<file path="src/rtl/multicycle_mem_interface_pkg.sv">
// rtl/multicycle_mem_interface_pkg.sv - state and access-width encodings for the memory interface
package multicycle_mem_interface_pkg;

   typedef enum logic [1:0] {
      ST_IDLE = 2'b00,
      ST_BUS  = 2'b01,
      ST_DONE = 2'b10
   } mem_state_t;

   localparam logic [1:0] MEM_WIDTH_B      = 2'b00;
   localparam logic [1:0] MEM_WIDTH_H      = 2'b01;
   localparam logic [1:0] MEM_WIDTH_W      = 2'b10;
   localparam int         MEM_UNSIGNED_BIT = 2;
   localparam logic [2:0] FUNCT3_WORD      = 3'b010;

   // funct3 low bits 11 has no narrower meaning, so it falls back to a word access
   function automatic logic [1:0] access_width(input logic [2:0] funct3);
      return (funct3[1:0] == 2'b11) ? MEM_WIDTH_W : funct3[1:0];
   endfunction

endpackage

</file>
<file path="src/rtl/multicycle_mem_interface_mem_lane_align.sv">
// rtl/multicycle_mem_interface_mem_lane_align.sv - byte-lane steering, load extension and misalignment check
module mem_lane_align
   import multicycle_mem_interface_pkg::*;
(
   input  logic [1:0]  addr,
   input  logic [2:0]  funct3,
   input  logic [31:0] store_data,
   input  logic [31:0] bus_rdata,
   output logic [3:0]  be,
   output logic [31:0] wdata,
   output logic [31:0] load_data,
   output logic        misaligned
);

   logic [1:0]  width;
   logic        is_unsigned;
   logic [7:0]  byte_sel;
   logic [15:0] half_sel;

   always_comb begin
      width       = access_width(funct3);
      is_unsigned = funct3[MEM_UNSIGNED_BIT];
      case (addr)
         2'd0:    byte_sel = bus_rdata[7:0];
         2'd1:    byte_sel = bus_rdata[15:8];
         2'd2:    byte_sel = bus_rdata[23:16];
         default: byte_sel = bus_rdata[31:24];
      endcase
      half_sel = addr[1] ? bus_rdata[31:16] : bus_rdata[15:0];

      be         = 4'b1111;
      wdata      = store_data;
      load_data  = bus_rdata;
      misaligned = 1'b0;
      case (width)
         MEM_WIDTH_B: begin
            be         = 4'b0001 << addr;
            wdata      = {4{store_data[7:0]}};
            load_data  = is_unsigned ? {24'b0, byte_sel} : {{24{byte_sel[7]}}, byte_sel};
         end
         MEM_WIDTH_H: begin
            be         = addr[1] ? 4'b1100 : 4'b0011;
            wdata      = {2{store_data[15:0]}};
            load_data  = is_unsigned ? {16'b0, half_sel} : {{16{half_sel[15]}}, half_sel};
            misaligned = addr[0];
         end
         default: begin
            misaligned = |addr;
         end
      endcase
   end

endmodule

</file>
<file path="src/rtl/multicycle_mem_interface.sv">
// rtl/multicycle_mem_interface.sv - controller-to-bus bridge: req/ack handshake, stall, alignment and fault detection
module multicycle_mem_interface
   import multicycle_mem_interface_pkg::*;
#(
   parameter int TIMEOUT_CYCLES = 256
)
(
   input  logic        clock,
   input  logic        reset,
   input  logic        mem_read_enable,
   input  logic        mem_write_enable,
   input  logic        inst_or_data,
   input  logic [31:0] pc,
   input  logic [31:0] alu_out,
   input  logic [31:0] store_data,
   input  logic [2:0]  inst_funct3,
   output logic        stall,
   output logic [31:0] read_data,
   output logic        mem_fault,
   output logic        bus_req,
   output logic        bus_we,
   output logic [31:0] bus_addr,
   output logic [31:0] bus_wdata,
   output logic [3:0]  bus_be,
   input  logic        bus_ack,
   input  logic [31:0] bus_rdata
);

   localparam int CW = (TIMEOUT_CYCLES < 2) ? 1 : $clog2(TIMEOUT_CYCLES + 1);

   mem_state_t    state, state_next;
   logic [CW-1:0] tmo_cnt, tmo_cnt_inc;
   logic [1:0]    lane_q;
   logic [2:0]    funct3_q;
   logic [31:0]   req_addr;
   logic [2:0]    req_funct3;
   logic [1:0]    sel_lane;
   logic [2:0]    sel_funct3;
   logic          access;
   logic          timed_out;
   logic [3:0]    al_be;
   logic [31:0]   al_wdata;
   logic [31:0]   al_load;
   logic          al_mis;

   // In IDLE the aligner sees the live request; afterwards it sees the latched lane/width for load extraction
   always_comb begin
      req_addr    = inst_or_data ? alu_out : pc;
      req_funct3  = inst_or_data ? inst_funct3 : FUNCT3_WORD;
      sel_lane    = (state == ST_IDLE) ? req_addr[1:0] : lane_q;
      sel_funct3  = (state == ST_IDLE) ? req_funct3 : funct3_q;
      access      = mem_read_enable | mem_write_enable;
      tmo_cnt_inc = tmo_cnt + 1'b1;
      timed_out   = (TIMEOUT_CYCLES != 0) && (tmo_cnt_inc == CW'(TIMEOUT_CYCLES));
   end

   mem_lane_align u_align (
      .addr       (sel_lane),
      .funct3     (sel_funct3),
      .store_data (store_data),
      .bus_rdata  (bus_rdata),
      .be         (al_be),
      .wdata      (al_wdata),
      .load_data  (al_load),
      .misaligned (al_mis)
   );

   always_comb begin
      state_next = state;
      stall      = 1'b0;
      case (state)
         ST_IDLE: begin
            stall = access;
            if (access) state_next = al_mis ? ST_DONE : ST_BUS;
         end
         ST_BUS: begin
            stall = 1'b1;
            if (bus_ack || timed_out) state_next = ST_DONE;
         end
         default: state_next = ST_IDLE;
      endcase
   end

   always_ff @(posedge clock) begin
      if (reset) begin
         state     <= ST_IDLE;
         bus_req   <= 1'b0;
         bus_we    <= 1'b0;
         bus_addr  <= '0;
         bus_wdata <= '0;
         bus_be    <= '0;
         read_data <= '0;
         mem_fault <= 1'b0;
         tmo_cnt   <= '0;
         lane_q    <= '0;
         funct3_q  <= '0;
      end else begin
         state     <= state_next;
         mem_fault <= 1'b0;
         case (state)
            ST_IDLE: begin
               if (access) begin
                  lane_q    <= req_addr[1:0];
                  funct3_q  <= req_funct3;
                  bus_addr  <= {req_addr[31:2], 2'b00};
                  bus_be    <= mem_write_enable ? al_be : 4'hF;
                  bus_wdata <= mem_write_enable ? al_wdata : '0;
                  tmo_cnt   <= '0;
                  if (al_mis) begin
                     mem_fault <= 1'b1;
                     read_data <= '0;
                  end else begin
                     bus_req <= 1'b1;
                     bus_we  <= mem_write_enable;
                  end
               end
            end
            ST_BUS: begin
               tmo_cnt <= tmo_cnt_inc;
               // ack wins over a timeout landing in the same cycle
               if (bus_ack) begin
                  bus_req   <= 1'b0;
                  bus_we    <= 1'b0;
                  read_data <= al_load;
               end else if (timed_out) begin
                  bus_req   <= 1'b0;
                  bus_we    <= 1'b0;
                  mem_fault <= 1'b1;
                  read_data <= '0;
               end
            end
            default: ;
         endcase
      end
   end

`ifndef SYNTHESIS
   always_ff @(posedge clock) begin
      if (!reset && state == ST_IDLE)
         assert (!(mem_read_enable && mem_write_enable))
            else $warning("read and write strobes both high; write takes priority");
   end
`endif

endmodule
</file>
<file path="config.mk">
export PLATFORM = sky130hd
export DESIGN_NAME = multicycle_mem_interface
export DESIGN_NICKNAME = d
export VERILOG_FILES = /design/src/rtl/multicycle_mem_interface_pkg.sv /design/src/rtl/multicycle_mem_interface_mem_lane_align.sv /design/src/rtl/multicycle_mem_interface.sv
export SDC_FILE = /design/constraint.sdc
export NUM_CORES = 1
export LEC_CHECK = 0
export CAP_MARGIN = 40
export CORE_AREA = 8 8 119 121
export DETAILED_ROUTE_END_ITERATION = 16
export DIE_AREA = 0 0 127 129
export PLACE_DENSITY = 0.85
export REMOVE_ABC_BUFFERS = 1
export SLEW_MARGIN = 20
export SYNTH_ARGS = -nofsm -noshare
export SYNTH_HDL_FRONTEND = slang
export SYNTH_SLANG_ARGS = --single-unit
</file>
<file path="constraint.sdc">
create_clock -name clock -period 4.8 [get_ports clock]
set_clock_uncertainty 0.15 [all_clocks]
set_input_delay 0.72 -clock clock [delete_from_list [all_inputs] [get_ports clock]]
set_output_delay 0.72 -clock clock [all_outputs]
set_load 0.02 [all_outputs]
</file>
# Yosys cells after proc, flatten, opt, wreduce, memory -nomap -nowiden
# Cells that the tools add are included.
dict set report classes {
  addsub 1
  eq_ne 11
  n_shift 1
  muxes 41
  n_bitwise 1
  n_reduce_logical 11
}
# cell count
set ops {}
lappend ops {{2-to-1 mux 32 bit} 8}
lappend ops {{one-hot mux 32 bit (2 select lines)} 3}
lappend ops {{one-hot mux 8 bit (3 select lines)} 1}
lappend ops {{one-hot mux 9 bit (2 select lines)} 1}
lappend ops {{2-to-1 mux 16 bit} 1}
lappend ops {{2-to-1 mux 1 bit} 10}
lappend ops {{2-to-1 mux 2 bit} 5}
lappend ops {{one-hot mux 1 bit (2 select lines)} 5}
lappend ops {{adder 9 x 1 -> 9 bit (second input constant)} 1}
lappend ops {{== test 9 bit (second input constant)} 1}
lappend ops {{2-to-1 mux 9 bit} 1}
lappend ops {{2-to-1 mux 4 bit} 2}
lappend ops {{inequality test 2 bit (second input constant)} 4}
lappend ops {{one-hot mux 4 bit (2 select lines)} 1}
lappend ops {{AND reduction 4 bit} 2}
lappend ops {{== test 2 x 1 -> 1 bit (second input constant)} 3}
lappend ops {{zero test 2 bit} 3}
lappend ops {{2-to-1 mux 3 bit} 2}
lappend ops {{AND reduction 2 bit} 3}
lappend ops {{== test 2 bit (second input constant)} 2}
lappend ops {{one-hot mux 2 bit (2 select lines)} 1}
lappend ops {{<< shifter 1 x 2 -> 4 bit (first input constant)} 1}
lappend ops {{inequality test 3 bit (second input constant)} 1}
lappend ops {{nonzero test 2 bit} 1}
lappend ops {{3 further kinds} 3}
dict set report word_totals {
  register_bits 117
  inputBits 137
  output_inout_bits 104
  wordCells 77
}

# Logic depth before layout (Yosys ltp)
dict set report depth {
  word_depth 9
  ltp_mapped 9
  ltp_nobuf 7
}

# Hierarchy
# From an unflattened synthesis, not the netlist that was laid out.
dict set report hier_totals {
  cells_unflattened 708
  area_unflattened_um2 6094.6
}
# module instances cells_each area_each_um2
set by_module_without_submodules {}
lappend by_module_without_submodules {multicycle_mem_interface 1 529 4812.1}
lappend by_module_without_submodules {mem_lane_align 1 179 1282.5}

# Worst setup path before layout
# No wires, ideal clock.
dict set report synth_path {
  path_kind {input to register}
  startpoint {input port inst_or_data}
  endpoint {register read_data[21]}
  setup_time_ps 122
  t_arrival_ps 2223
  path_slack_ps 2306
  path_stages 8
  path_buffers 2
  cell_sequence {buf_6 mux2_4 o211ai_1 o211ai_2 and3_1 o21a_4 buf_6 a221o_1}
}
dict set report synth_between {
  elab_chain_len 8
  word_cells_on_any_way 22
}
# element line_no
set synth_rtl {}
lappend synth_rtl {{from (decl)} multicycle_mem_interface.sv:12} ;# input logic inst_or_data,
lappend synth_rtl {{2-to-1 mux 32 bit / 2-to-1 mux 3 bit (equally long branches)} {multicycle_mem_interface.sv:48, multicycle_mem_interface.sv:49}}
lappend synth_rtl {{2-to-1 mux 2 bit / 2-to-1 mux 3 bit (equally long branches)} {multicycle_mem_interface.sv:50, multicycle_mem_interface.sv:51}}
lappend synth_rtl {{== test 2 bit (tied with other cells)} multicycle_mem_interface_mem_lane_align.sv:23} ;# case (addr)
lappend synth_rtl {{one-hot mux 8 bit (3 select lines) / 2-to-1 mux 2 bit (equally long branches)} {multicycle_mem_interface_mem_lane_align.sv:23, multicycle_mem_interface_pkg.sv:18}}
lappend synth_rtl {{2-to-1 mux 32 bit (tied with other cells)} multicycle_mem_interface_mem_lane_align.sv:39} ;# load_data = is_unsigned ? {24'b0, byte_sel} : {{24{byte_sel[7]}}, byte_sel};
lappend synth_rtl {{one-hot mux 32 bit (2 select lines) / one-hot mux 1 bit (2 select lines) (equally long branches)} multicycle_mem_interface_mem_lane_align.sv:35} ;# case (width)
lappend synth_rtl {{2-to-1 mux 32 bit / inequality test 2 bit (equally long branches)} --}
lappend synth_rtl {{one-hot mux 32 bit (2 select lines) / AND reduction 4 bit (equally long branches)} --}
lappend synth_rtl {{to (signal assigned)} multicycle_mem_interface.sv:124} ;# read_data <= al_load;
lappend synth_rtl {{to (decl)} multicycle_mem_interface.sv:18} ;# output logic [31:0] read_data,
# Parallel ways exist; a longest one is shown, timed or not.
# A chain may end at the register's enable or synchronous reset.

# Worst setup path in the final report
dict set report layout_path {
  startpoint {input port mem_write_enable}
  endpoint {output port stall}
}
dict set report layout_between {
  elab_chain_len 2
}
# element line_no
set layout_rtl {}
lappend layout_rtl {{from (decl)} multicycle_mem_interface.sv:11} ;# input logic mem_write_enable,
lappend layout_rtl {{OR 1 bit} multicycle_mem_interface.sv:52} ;# access = mem_read_enable | mem_write_enable;
lappend layout_rtl {{one-hot mux 1 bit (2 select lines)} multicycle_mem_interface.sv:71} ;# case (state)
lappend layout_rtl {{to (decl)} multicycle_mem_interface.sv:17} ;# output logic stall,
# Every way passes these cells.

==> run_results.csv <==
group,metric,value,unit
place,place_congestion,0.863,
grt,grt_max_degree,61,
critical_path,cp_top_family,"buffers and inverters",
synth,synth_flop_cell,"dfxtp_1",
routing,drt-pass1-iter-count,5,
critical_path,crit_slowest_cell,"clkdlybuf4s50_1",
floorplanning,core_area,12300,um^2
sta,drv_slew,0,
synth,async_flop_share,0,
routing,routed_via_density,5.63,
grt,grt-ovfl-total,0,
power_and_ir_drop,p_leak,3.32,nW
synth,synth_common_cells,"dfxtp_1, nor2_1, nand2_1",
cts,path_clk_slew,0.05,ns
cts,clk_latency,0.40,ns
synth,synth_cell_types,61,
finish,layout.nets,1008,
sta,setup_viol,0,
synth,yosysSeqAreaShare,0.426,
power_and_ir_drop,p_seq_frac,0.265,
routing,drt-initial-drc-count,466,
sta,final.setup.tns,0,ns
synth,synth_top_area_share,0.426,
floorplanning,std_cell_rows,41,
floorplanning,pin_count,241,
critical_path,critical_path.max_stage_delay,0.66,ns
cts,cts_resized,0,
place,port_buffers,238,
sta,post-route-min-period,3.40,ns
finish,synthToLayoutAreaGrowth,55.7,%
place,dp_cells,1001,
routing,antenna_left,0,
floorplanning,start_util,0.446,
cts,cts_hold_buf,0,
grt,antenna_found_initial,0,
sta,grt_setup_unrepaired,"false",
cts,h-tree-depth,4,
grt,track_usage,0.221,
synth,synth_edf_count,0,
sta,slew_headroom,0.442,
routing,wl_per_cell,18.1,um
finish,n_fill_cell,977,
cts,clock_path_buffers,2,
floorplanning,dieArea,16400,um^2
power_and_ir_drop,p_per_area,611,nW/um^2
synth,synth_top_cell_by_area,"dfxtp_1",
grt,grt_pass1_vias,5643,
sta,tightest_slew,0.835,ns
critical_path,required,3.93,ns
finish,drive_gt1_frac,0.0680,
sta,max_freq,0.294,GHz
power_and_ir_drop,peakVddDrop,0.376,mV
power_and_ir_drop,combPwrFrac,0.482,
synth,synth_cells,651,
critical_path,crit_buf_inv,3,
critical_path,cp_max_fo,7,
power_and_ir_drop,switching_share,0.398,
power_and_ir_drop,p_int,3.15,mW
cts,post_cts.repair.setup_buffers,0,
run,cap_viol_max_count,0,
cts,clkSinkCount,117,
routing,vias,5812,
routing,route.detailed.drc,0,
cts,numCtsBuffers,17,
sta,hold_violations,0,
power_and_ir_drop,clkPwrFrac,0.253,
hold_path,holdCritPathClass,"reg -> reg",
synth,yosysWarnings,0,
sta,post-route-period-util,0.709,
cts,cts_tree,"built",
synth,synthTopCellsByArea,"dfxtp_1, nor2_1, mux2i_1",
outcome,status,"finished, final reports clean",
sta,fin_ws,1.40,ns
critical_path,crit_type,"in -> out",
synth,yosysMostFrequentCell,"dfxtp_1",
floorplanning,die_h,129,um
synth,syn_avg_cell_area,8.44,um^2
place,dp_hpwl,13600,um
finish,fin_cells,1032,
grt,grt_pass1_wl,29000,um
power_and_ir_drop,p_sw,2.08,mW
finish,multiInputGateArea,2930,um^2
synth,ys_ff_latch,117,
critical_path,crit_path_cell_trace,"clkdlybuf4s50_1, nor3_1, or2_2, inv_1, clkdlybuf4s50_1",
place,pre_cts_ws,1.42,ns
finish,ff_latch_area,2340,um^2
critical_path,critPathLaunchType,"input port",
cts,clockRootBuffer,"clkbuf_16",
critical_path,cpMostUsedCell,"clkdlybuf4s50_1",
critical_path,cp-end-kind,"output port",
critical_path,worstPathArrival,2.53,ns
floorplanning,die_x,127,um
finish,diodes,0,
routing,wirelength,18700,um
synth,synth_area,5500,um^2
-- area by class of cell --
class,instances,area share
Timing Repair Buffer,249,0.289
Clock inverter,9,0.0177
Tap cell,150,0.0219
Clock buffer,22,0.0542
Sequential cell,117,0.274
Inverter,4,0.00175
Multi-Input combinational cell,481,0.342
-- worst min-delay path: cells and delay by family, from the launching register on --
| family | cells | cell delay, ns |
|---|---|---|
| AND/OR/NAND/NOR | 1 | 0.04 |
| flip-flops | 1 | 0.32 |
| AO/OA/AOI/OAI | 1 | 0.06 |
-- metal layers --
metal / wire length, um / share of wire / global-route usage
met4: 334 / 0.018 / 0.0896
met1: 7620 / 0.41 / 0.256
met2: 8950 / 0.48 / 0.367
met5: 0 / 0 / 0
met3: 1810 / 0.097 / 0.0770
-- power groups by stage --
stage / sequential [mW] / combinational (mW) / clock [mW]
after floorplan: 1.66 / 1.17 / 0
after global placement: 1.39 / 2.44 / 0
after detailed placement: 1.40 / 2.50 / 0
after CTS: 1.38 / 2.52 / 1.35
after global routing: 1.42 / 2.74 / 1.39
final: 1.39 / 2.52 / 1.33
-- final timing paths --
| kind | startpoint | to | slack [ns] | depth (start not counted) |
|---|---|---|---|---|
| setup / recovery | mem_write_enable | stall | 1.40 | 5 |
| hold / removal | read_data[2] | read_data[2] | 0.30 | 2 |
| setup reg to reg | state[0] | read_data[4] | 1.62 | 6 |
| hold reg to reg | read_data[2] | read_data[2] | 0.30 | 2 |
-- flip-flops by register name, summed over array words and instances (netlist names) --
name and count:
bus_addr 30, bus_we 1, bus_wdata 32, mem_fault 1, tmo_cnt 9, read_data 32
state 2, funct3_q 3, lane_q 2, bus_be 4, bus_req 1
-- cells in the final DEF (no fill, tap or decap), types with 4 or more instances in the layout --
cell type | synthesis | final
a221o_1 | 18 | 18
clkdlybuf4s50_1 | 0 | 236
mux2i_1 | 37 | 37
bufinv_16 | 0 | 4
nand3_1 | 18 | 18
inv_1 | 4 | 4
o211ai_1 | 12 | 12
buf_4 | 3 | 9
a21oi_1 | 53 | 53
nand2b_1 | 4 | 4
nor2_1 | 105 | 104
o21ai_0 | 16 | 15
nor3_1 | 6 | 6
a211oi_1 | 39 | 39
clkbuf_16 | 0 | 17
a311oi_1 | 12 | 12
nand2_1 | 78 | 78
and3_1 | 5 | 5
dfxtp_1 | 117 | 117
a22oi_1 | 21 | 21
-- cells by family (layout without fill, tap and decap cells) --
group	Yosys count	count (layout)	synth area share
AOI/OAI and AO/OA	200	200	0.263
adders and majority gates	1	1	0.00228
buffers and inverters	54	284	0.0455
DFF	117	117	0.426
muxes	40	40	0.0749
other	1	2	0.000682
and+or+nand+nor	238	238	0.188
-- metrics by stage --
stage          hold slack (ns)  utilization  total power [mW]  area, um^2
6_report                 0.303        0.695              5.23        8560
5_1_grt                  0.343        0.695              5.55        8560
4_1_cts                  0.304        0.695              5.25        8560
3_5_place_dp             0.292        0.645              3.90        7950
3_3_place_gp             0.286        0.643              3.83        7920
2_1_floorplan            0.299            -              2.84        5270
(Power assumes the default switching activity.)
